==> src/rtl/dot_prod_pkg.sv <==
// Shared widths, FSM encoding and Q-format helpers for the dot_prod feeder.
// Optional watchdog default lives here for DOTPROD_FEEDER_TIMEOUT_EN builds.
package dot_prod_pkg;

  localparam int unsigned NROW               = 16;
  localparam int unsigned DEF_NCOL           = 8;
  localparam int unsigned QN                 = 6;
  localparam int unsigned QM                 = 11;
  localparam int unsigned BITWIDTH           = QN + QM + 1;
  localparam int unsigned MEMORY_BITWIDTH    = BITWIDTH * NROW;
  localparam int unsigned ADDR_BITWIDTH      = $clog2(DEF_NCOL);
  localparam int unsigned DEF_TIMEOUT_CYCLES = 1024;

  typedef logic signed [BITWIDTH-1:0] q_elem_t;

  typedef enum logic [1:0] {
    IDLE = 2'd0,
    RST  = 2'd1,
    RUN  = 2'd2,
    HOLD = 2'd3
  } feeder_state_e;

  localparam q_elem_t Q_ONE = BITWIDTH'(1 << QM);

  function automatic q_elem_t q_from_int(input int v);
    return BITWIDTH'(v <<< QM);
  endfunction

  // Fixed-point multiply, result truncated back to element width
  function automatic q_elem_t q_mul(input q_elem_t a, input q_elem_t b);
    logic signed [2*BITWIDTH-1:0] p;
    p = a * b;
    return BITWIDTH'(p >>> QM);
  endfunction

endpackage

==> src/rtl/dot_prod_feeder_if.sv <==
// Load, run-control, column-fetch and result signals between the feeder and its environment.
interface dot_prod_feeder_if;
  import dot_prod_pkg::*;

  logic                       load_valid;
  logic                       load_ready;
  logic                       load_is_input;
  logic [ADDR_BITWIDTH-1:0]   load_addr;
  logic [MEMORY_BITWIDTH-1:0] load_data;
  logic                       start;
  logic                       busy;
  logic                       dp_reset;
  logic [ADDR_BITWIDTH-1:0]   colAddress;
  logic [MEMORY_BITWIDTH-1:0] weightMemOutput;
  logic [BITWIDTH-1:0]        inputVec;
  logic                       dataReady;
  logic [MEMORY_BITWIDTH-1:0] outputVec;
  logic                       result_valid;
  logic                       result_ready;
  logic [MEMORY_BITWIDTH-1:0] result_data;
  logic                       result_err;

  modport slave (
    input  load_valid, load_is_input, load_addr, load_data, start,
    input  colAddress, dataReady, outputVec, result_ready,
    output load_ready, busy, dp_reset, weightMemOutput, inputVec,
    output result_valid, result_data, result_err
  );

  modport master (
    output load_valid, load_is_input, load_addr, load_data, start,
    output colAddress, dataReady, outputVec, result_ready,
    input  load_ready, busy, dp_reset, weightMemOutput, inputVec,
    input  result_valid, result_data, result_err
  );

endinterface

==> src/rtl/feeder_ram.sv <==
// Single write port, registered read port; out-of-range addresses write nothing and read 0.
module feeder_ram #(
  parameter int unsigned DEPTH = 8,
  parameter int unsigned WIDTH = 18,
  parameter int unsigned AW    = 3
) (
  input  logic             clk,
  input  logic             rst_n,
  input  logic             we_i,
  input  logic [AW-1:0]    waddr_i,
  input  logic [WIDTH-1:0] wdata_i,
  input  logic [AW-1:0]    raddr_i,
  output logic [WIDTH-1:0] rdata_o
);

  logic [WIDTH-1:0] mem_q [DEPTH];
  logic [WIDTH-1:0] rdata_q;

  // Storage is intentionally not reset
  always_ff @(posedge clk) begin
    if (we_i && (32'(waddr_i) < DEPTH)) begin
      mem_q[waddr_i] <= wdata_i;
    end
  end

  always_ff @(posedge clk or negedge rst_n) begin
    if (!rst_n) begin
      rdata_q <= '0;
    end else if (32'(raddr_i) < DEPTH) begin
      rdata_q <= mem_q[raddr_i];
    end else begin
      rdata_q <= '0;
    end
  end

  assign rdata_o = rdata_q;

endmodule

==> src/rtl/dot_prod_feeder.sv <==
// Responder for dot_prod column fetches: weight/input stores, run sequencing, result capture.
// DOTPROD_FEEDER_TIMEOUT_EN adds a RUN watchdog that ends the run with result_err=1.
module dot_prod_feeder
  import dot_prod_pkg::*;
#(
  parameter int unsigned NCOL = DEF_NCOL
`ifdef DOTPROD_FEEDER_TIMEOUT_EN
  , parameter int unsigned TIMEOUT_CYCLES = DEF_TIMEOUT_CYCLES
`endif
) (
  input  logic            clock,
  input  logic            reset,
  dot_prod_feeder_if.slave bus
);

  feeder_state_e              state_q, state_d;
  logic                       rst_cnt_q, rst_cnt_d;
  logic                       load_ready_q, busy_q, dp_reset_q, result_valid_q, data_ready_q;
  logic [MEMORY_BITWIDTH-1:0] result_data_q, result_data_d;
  logic                       load_fire_c, dr_rise_c;

`ifdef DOTPROD_FEEDER_TIMEOUT_EN
  localparam int unsigned TMO_W = (TIMEOUT_CYCLES > 1) ? $clog2(TIMEOUT_CYCLES) : 1;
  logic [TMO_W-1:0] tmo_cnt_q, tmo_cnt_d;
  logic             result_err_q, result_err_d;
`endif

  assign load_fire_c = bus.load_valid & load_ready_q;
  assign dr_rise_c   = bus.dataReady & ~data_ready_q;

  feeder_ram #(.DEPTH(NCOL), .WIDTH(MEMORY_BITWIDTH), .AW(ADDR_BITWIDTH)) u_w_ram (
    .clk     (clock),
    .rst_n   (reset),
    .we_i    (load_fire_c & ~bus.load_is_input),
    .waddr_i (bus.load_addr),
    .wdata_i (bus.load_data),
    .raddr_i (bus.colAddress),
    .rdata_o (bus.weightMemOutput)
  );

  feeder_ram #(.DEPTH(NCOL), .WIDTH(BITWIDTH), .AW(ADDR_BITWIDTH)) u_x_ram (
    .clk     (clock),
    .rst_n   (reset),
    .we_i    (load_fire_c & bus.load_is_input),
    .waddr_i (bus.load_addr),
    .wdata_i (bus.load_data[BITWIDTH-1:0]),
    .raddr_i (bus.colAddress),
    .rdata_o (bus.inputVec)
  );

  // Next-state: RST lasts two cycles, RUN waits for a dataReady rise seen inside RUN
  always_comb begin
    state_d       = state_q;
    rst_cnt_d     = rst_cnt_q;
    result_data_d = result_data_q;
`ifdef DOTPROD_FEEDER_TIMEOUT_EN
    tmo_cnt_d     = tmo_cnt_q;
    result_err_d  = result_err_q;
`endif
    case (state_q)
      IDLE: begin
        if (bus.start) begin
          state_d   = RST;
          rst_cnt_d = 1'b0;
        end
      end
      RST: begin
        if (rst_cnt_q) begin
          state_d = RUN;
`ifdef DOTPROD_FEEDER_TIMEOUT_EN
          tmo_cnt_d = '0;
`endif
        end else begin
          rst_cnt_d = 1'b1;
        end
      end
      RUN: begin
        if (dr_rise_c) begin
          state_d       = HOLD;
          result_data_d = bus.outputVec;
`ifdef DOTPROD_FEEDER_TIMEOUT_EN
          result_err_d  = 1'b0;
        end else if (tmo_cnt_q == TMO_W'(TIMEOUT_CYCLES - 1)) begin
          state_d       = HOLD;
          result_data_d = '0;
          result_err_d  = 1'b1;
        end else begin
          tmo_cnt_d = tmo_cnt_q + TMO_W'(1);
`endif
        end
      end
      HOLD: begin
        if (bus.result_ready) begin
          state_d = IDLE;
        end
      end
      default: state_d = IDLE;
    endcase
  end

  // Outputs are registered from state_d so they line up with state_q
  always_ff @(posedge clock or negedge reset) begin
    if (!reset) begin
      state_q        <= IDLE;
      rst_cnt_q      <= 1'b0;
      load_ready_q   <= 1'b0;
      busy_q         <= 1'b0;
      dp_reset_q     <= 1'b1;
      result_valid_q <= 1'b0;
      data_ready_q   <= 1'b0;
      result_data_q  <= '0;
`ifdef DOTPROD_FEEDER_TIMEOUT_EN
      tmo_cnt_q      <= '0;
      result_err_q   <= 1'b0;
`endif
    end else begin
      state_q        <= state_d;
      rst_cnt_q      <= rst_cnt_d;
      load_ready_q   <= (state_d == IDLE);
      busy_q         <= (state_d != IDLE);
      dp_reset_q     <= (state_d != RUN);
      result_valid_q <= (state_d == HOLD);
      data_ready_q   <= bus.dataReady;
      result_data_q  <= result_data_d;
`ifdef DOTPROD_FEEDER_TIMEOUT_EN
      tmo_cnt_q      <= tmo_cnt_d;
      result_err_q   <= result_err_d;
`endif
    end
  end

  assign bus.load_ready   = load_ready_q;
  assign bus.busy         = busy_q;
  assign bus.dp_reset     = dp_reset_q;
  assign bus.result_valid = result_valid_q;
  assign bus.result_data  = result_data_q;
`ifdef DOTPROD_FEEDER_TIMEOUT_EN
  assign bus.result_err   = result_err_q;
`else
  assign bus.result_err   = 1'b0;
`endif

endmodule

==> src/flat_wrapper.sv <==
// flat-port wrapper written by rule: the top's interface ports become plain ports
module dot_prod_feeder_flat import dot_prod_pkg::*;
#(
  parameter int unsigned NCOL = DEF_NCOL

)
  (clock, reset, bus_load_valid, bus_load_is_input, bus_load_addr, bus_load_data, bus_start, bus_colAddress, bus_dataReady, bus_outputVec, bus_result_ready, bus_load_ready, bus_busy, bus_dp_reset, bus_weightMemOutput, bus_inputVec, bus_result_valid, bus_result_data, bus_result_err);
  dot_prod_feeder_if bus_i ();
  input  logic clock;
  input  logic reset;
  input wire logic [$bits(bus_i.load_valid)-1:0] bus_load_valid;
  input wire logic [$bits(bus_i.load_is_input)-1:0] bus_load_is_input;
  input wire logic [$bits(bus_i.load_addr)-1:0] bus_load_addr;
  input wire logic [$bits(bus_i.load_data)-1:0] bus_load_data;
  input wire logic [$bits(bus_i.start)-1:0] bus_start;
  input wire logic [$bits(bus_i.colAddress)-1:0] bus_colAddress;
  input wire logic [$bits(bus_i.dataReady)-1:0] bus_dataReady;
  input wire logic [$bits(bus_i.outputVec)-1:0] bus_outputVec;
  input wire logic [$bits(bus_i.result_ready)-1:0] bus_result_ready;
  output wire logic [$bits(bus_i.load_ready)-1:0] bus_load_ready;
  output wire logic [$bits(bus_i.busy)-1:0] bus_busy;
  output wire logic [$bits(bus_i.dp_reset)-1:0] bus_dp_reset;
  output wire logic [$bits(bus_i.weightMemOutput)-1:0] bus_weightMemOutput;
  output wire logic [$bits(bus_i.inputVec)-1:0] bus_inputVec;
  output wire logic [$bits(bus_i.result_valid)-1:0] bus_result_valid;
  output wire logic [$bits(bus_i.result_data)-1:0] bus_result_data;
  output wire logic [$bits(bus_i.result_err)-1:0] bus_result_err;
  assign bus_i.load_valid = bus_load_valid;
  assign bus_i.load_is_input = bus_load_is_input;
  assign bus_i.load_addr = bus_load_addr;
  assign bus_i.load_data = bus_load_data;
  assign bus_i.start = bus_start;
  assign bus_i.colAddress = bus_colAddress;
  assign bus_i.dataReady = bus_dataReady;
  assign bus_i.outputVec = bus_outputVec;
  assign bus_i.result_ready = bus_result_ready;
  assign bus_load_ready = bus_i.load_ready;
  assign bus_busy = bus_i.busy;
  assign bus_dp_reset = bus_i.dp_reset;
  assign bus_weightMemOutput = bus_i.weightMemOutput;
  assign bus_inputVec = bus_i.inputVec;
  assign bus_result_valid = bus_i.result_valid;
  assign bus_result_data = bus_i.result_data;
  assign bus_result_err = bus_i.result_err;
  dot_prod_feeder #(.NCOL(NCOL)) u_core (.clock(clock), .reset(reset), .bus(bus_i));
endmodule
==> config.mk <==
export PLATFORM = sky130hd
export DESIGN_NAME = dot_prod_feeder_flat
export DESIGN_NICKNAME = d
export VERILOG_FILES = /design/src/rtl/dot_prod_pkg.sv /design/src/rtl/dot_prod_feeder_if.sv /design/src/rtl/feeder_ram.sv /design/src/rtl/dot_prod_feeder.sv /design/src/flat_wrapper.sv
export SDC_FILE = /design/constraint.sdc
export NUM_CORES = 2
export LEC_CHECK = 0
export CAP_MARGIN = 20
export CELL_PAD_IN_SITES_DETAIL_PLACEMENT = 0
export CELL_PAD_IN_SITES_GLOBAL_PLACEMENT = 1
export CORE_MARGIN = 8
export CORE_UTILIZATION = 50
export CTS_CLUSTER_DIAMETER = 40
export DETAILED_ROUTE_END_ITERATION = 6
export DONT_BUFFER_PORTS = 1
export PLACE_DENSITY_LB_ADDON = 0.1
export SLEW_MARGIN = 20
export SYNTH_ARGS = -nofsm -noshare
export SYNTH_HDL_FRONTEND = slang
export SYNTH_SLANG_ARGS = --single-unit
==> constraint.sdc <==
create_clock -name clock -period 19.3 [get_ports clock]
set_clock_uncertainty 0.1 [all_clocks]
set_input_delay 3.86 -clock clock [delete_from_list [all_inputs] [get_ports clock]]
set_output_delay 3.86 -clock clock [all_outputs]
set_load 0.02 [all_outputs]
Yosys cells after proc, flatten, opt, wreduce, memory -nomap -nowiden
Memories as Yosys holds them, arrays and structs flattened. A register that Yosys moved wholly into a read port is not among the register bits. Index checks and enable logic that the tools add are counted. Widths: inputs -> output; s select.

Memories kept: 2. Register bits after elaboration: 296. Memory bits (writable): 2448. Bits of input ports: 589.

Bitwise gates (word level): 6. Multiplexer cells: 11. Reduce and logical (&&, ||, !) cells: 8. Equal/unequal tests: 6.

Memory list: u_core.u_w_ram.mem_q (depth 8, bits a word 288, rd ports 1, clocked after Yosys merged registers in 1, write ports 1, RTL line feeder_ram.sv:16) `logic [WIDTH-1:0] mem_q [DEPTH];`; u_core.u_x_ram.mem_q (depth 8, bits a word 18, rd ports 1, clocked after Yosys merged registers in 1, write ports 1, RTL line feeder_ram.sv:16).

Operators by type and width (number): $mux 2 (4); $pmux 2 s4 (1); $eq 2x2->1 const B (3); $mux 1 (5); $and 1x1->1 (4); $logic_not 2->1 (2); $ne 2x2->1 const B (2); $reduce_and 2->1 (2); $reduce_bool 2->1 (2); $eq 2x1->1 const B (1); $logic_not 1->1 (2); $not 1->1 (2); $pmux 1 s2 (1).

Logic depth before layout (Yosys ltp)
Depth after elaboration: 5. Gate-level depth with buffers: 5. Gate-level depth less buffers: 2.

Hierarchy
Synthesis repeated with hierarchy kept, for this count alone.

Cell total of the unflattened synthesis: 4508. Area, all modules: 110887.6 um^2.

By module, submodules not included: feeder_ram at u_core.u_w_ram (times used 1, area each 93761.2 um^2, cells each 3629); dot_prod_feeder (times used 1, area each 11071.9 um^2, cells each 640); feeder_ram at u_core.u_x_ram (times used 1, area each 6054.6 um^2, cells each 239).

Worst setup path before layout
No wires, ideal clock.

Kind: input port to flip-flop. From: in bus_load_addr[2]. To: mem u_core.u_w_ram.mem_q[0][0] (netlist name) (enable). Required time: 17.906 ns. Stages on the path: 1. Slack: -5.712 ns. Data arrival time: 23.617 ns. Path through: nor3_1.

RTL lines: from (decl) (RTL line flat_wrapper.sv:13) `input wire logic [$bits(bus_i.load_addr)-1:0] bus_load_addr;`; to (decl) (RTL line feeder_ram.sv:16).

Straight into the memory's write port.

==> impl_metrics.yaml <==
pwr:
  ir_drop_v: 0.0000910
  cellPowerDensity_nw_per_um2: 135
  power_mw: 17.3
  p_leak_nw: 42.9
critical_path:
  crit_path_start: "bus_colAddress[0]"
  worstPathMaxFanout: 110
  arrival_ns: 8.35
  path_buf_inv: 5
  critical-path-slowest-cell: "buf_16"
  reg2reg_slack_ns: 14.48
  r2r-start: "u_core.bus.load_ready"
  endpoint_kind: "flip-flop"
  cp_common_cell: "buf_16"
  startpoint_type: "input pin"
  path_class: "input pin to flip-flop"
  critPathMaxStageDelay_ns: 0.70
  path_cells: "buf_16, buf_16, buf_16, buf_16, buf_16, mux4_2, mux2_2"
  required_ns: 19.98
  crit_family: "buffers and inverters"
yosys:
  netlist_top_cells_count: "edfxtp_1 (2448), mux4_2 (612), dfrtp_1 (601)"
  syn-instance-count: 4502
  synth-edff-count: 2448
  yosys.area.top_type: "edfxtp_1"
  ys_warn_count: 0
  synth_top_area_share_pct: 66.5
  synth_seq_cells: 3050
  async_flop_share_pct: 19.7
  synthFlopType: "edfxtp_1"
  synth-seq-area-share_pct: 80.1
  syn_area_um2: 111000
  synth.area.top_cells: "edfxtp_1 (66%), dfrtp_1 (14%), mux4_2 (12%)"
  syn_nets: 5091
  yosysMostFrequentCell: "edfxtp_1"
  synth_cell_types: 30
  avgSynthCellArea_um2: 24.6
layout:
  drive_above_1_share_pct: 38.9
  final_area_um2: 129000
  final_cells: 8115
  num-fill-cells: 15500
  multi_input_area_um2: 20800
  fin_util_pct: 58.5
  final-seq-area_um2: 88600
  nets: 5381
  syn2layout_area_growth_pct: 16.3
status:
  status: "finished, violations left"
  violations: "slew limit"
min_path:
  hold_start: "u_core.rst_cnt_q"
  hp-class: "flip-flop to flip-flop"
placed_design:
  gp_congestion: 0.894
  place.detailed.hpwl_um: 174000
  dp_slack_ns: 11.37
  portBuffers: 0
  dp.cells: 7305
  postPlaceCellArea_um2: 114000
clock_network:
  cts_tree: "built"
  cts_inserted_buffers: 431
  htree_levels: 5
  cts_max_path_buffers: 4
  cts_resized: 0
  root_buffer: "clkbuf_16"
  clkTransAtPathRegs_ns: 0.05
  numClockSinks: 3050
  cts-hold-fix-buffers: 0
  post-cts-setup-buffers: 0
  clkLatencyLatePin_ns: 0.96
sta:
  min_period_over_period_pct: 39.7
  fmax_ghz: 0.130
  hold_slack_ns: 0.491
  worst_pin_slew_ns: 1.68
  setup_violations: 0
  fin_crit_ns: 7.67
  slew_viol_final: 69
  rsz0062_at_grt: "false"
  relSlewSlack_pct: -12.1
  hold_viol: 0
  setup_tns_ns: 0
  finalWorstSetupSlack_ns: 11.63
global_routing:
  grt_max_degree: 613
  track_usage_pct: 23.6
  grtUsageMet3_pct: 8.70
  grt_use_met2_pct: 40.4
  grt_remaining_overflow: 0
  top_usage_layer: "met2"
  grt_pass1_wl_um: 397000
  use_met1_pct: 27.7
  grt_antenna_before_repair: 27
  grt_pass1_vias: 49200
detailed_routing:
  routed_wirelength_um: 285000
  vias: 46900
  drt-pass1-iter-count: 5
  viasPerCell: 5.78
  drc: 0
  wire_per_inst_um: 35.1
  drt_iter0_drc: 3337
  ant_nets: 0
floorplan:
  die_x_um: 486
  initial_core_util_pct: 50.3
  io_pins: 1188
  row_count: 172
  coreArea_um2: 220000
  die_h_um: 486
  die_area_um2: 236000
flow_run:
  maxCapViolCount: 0
[power by group]
part	internal, mW	leakage [nW]	switching, mW
combinational	0.459	6.75	0.325
sequential	7.55	29.1	1.13
clock	4.91	7.00	2.93
[cell usage in the layout (no fill, tap or decap), types with 16 or more instances in the layout]
cell type,netlist,routed
inv_6,0,37
clkbuf_1,55,51
mux2_2,594,594
clkinv_2,0,67
clkinvlp_4,0,61
edfxtp_1,2448,2448
clkinv_4,0,31
bufinv_16,0,48
mux4_2,612,612
dfrtp_1,601,601
buf_16,0,16
clkinv_1,0,20
clkbuf_16,0,439
clkbuf_8,0,18
buf_4,1,38
[sequential cells by signal, indices dropped and copies added, names as in the netlist]
register	flops
u_core.u_w_ram.mem_q	2304
u_core.bus.result_data	288
u_core.u_w_ram.rdata_o	288
u_core.u_x_ram.mem_q	144
u_core.u_x_ram.rdata_o	18
u_core.state_q	2
u_core.bus.busy	1
u_core.bus.dp_reset	1
u_core.bus.load_ready	1
u_core.bus.result_valid	1
u_core.data_ready_q	1
u_core.rst_cnt_q	1
[layout make-up]
| cell class | count | share of cell area (%) |
|---|---|---|
| multi-input cells | 1246 | 16.2 |
| inverters | 1 | 0.00292 |
| diodes | 8 | 0.0156 |
| repair buffers | 62 | 0.682 |
| clock buffers | 508 | 8.88 |
| clock inverters | 282 | 2.46 |
| well taps | 2958 | 2.88 |
| flip-flops and latches | 3050 | 68.9 |
[metal layers]
layer	wire (um)	up-vias
li1	-	19400
met1	103000	25600
met2	147000	1491
met3	25000	465
met4	9560	14
met5	91	-
[worst paths after layout]
path,cells past startpoint,to
max in group asynchronous,3,u_core.bus.result_data[158]
worst min-delay path,1,u_core.rst_cnt_q
worst max-delay path,7,u_core.u_w_ram.rdata_o[195]
worst max register to register,6,u_core.u_w_ram.mem_q[7][97]
min in group asynchronous,1,u_core.u_w_ram.rdata_o[277]
worst min register to register,1,u_core.rst_cnt_q
[logic make-up after synthesis]
logic type | share of synthesized area (%)
simple gates | 0.149
buf+inv | 1.18
other cells | 0.00339
flops | 80.1
compound gates | 0.0521
mux | 18.5
Power figures use the tool's default switching activity.
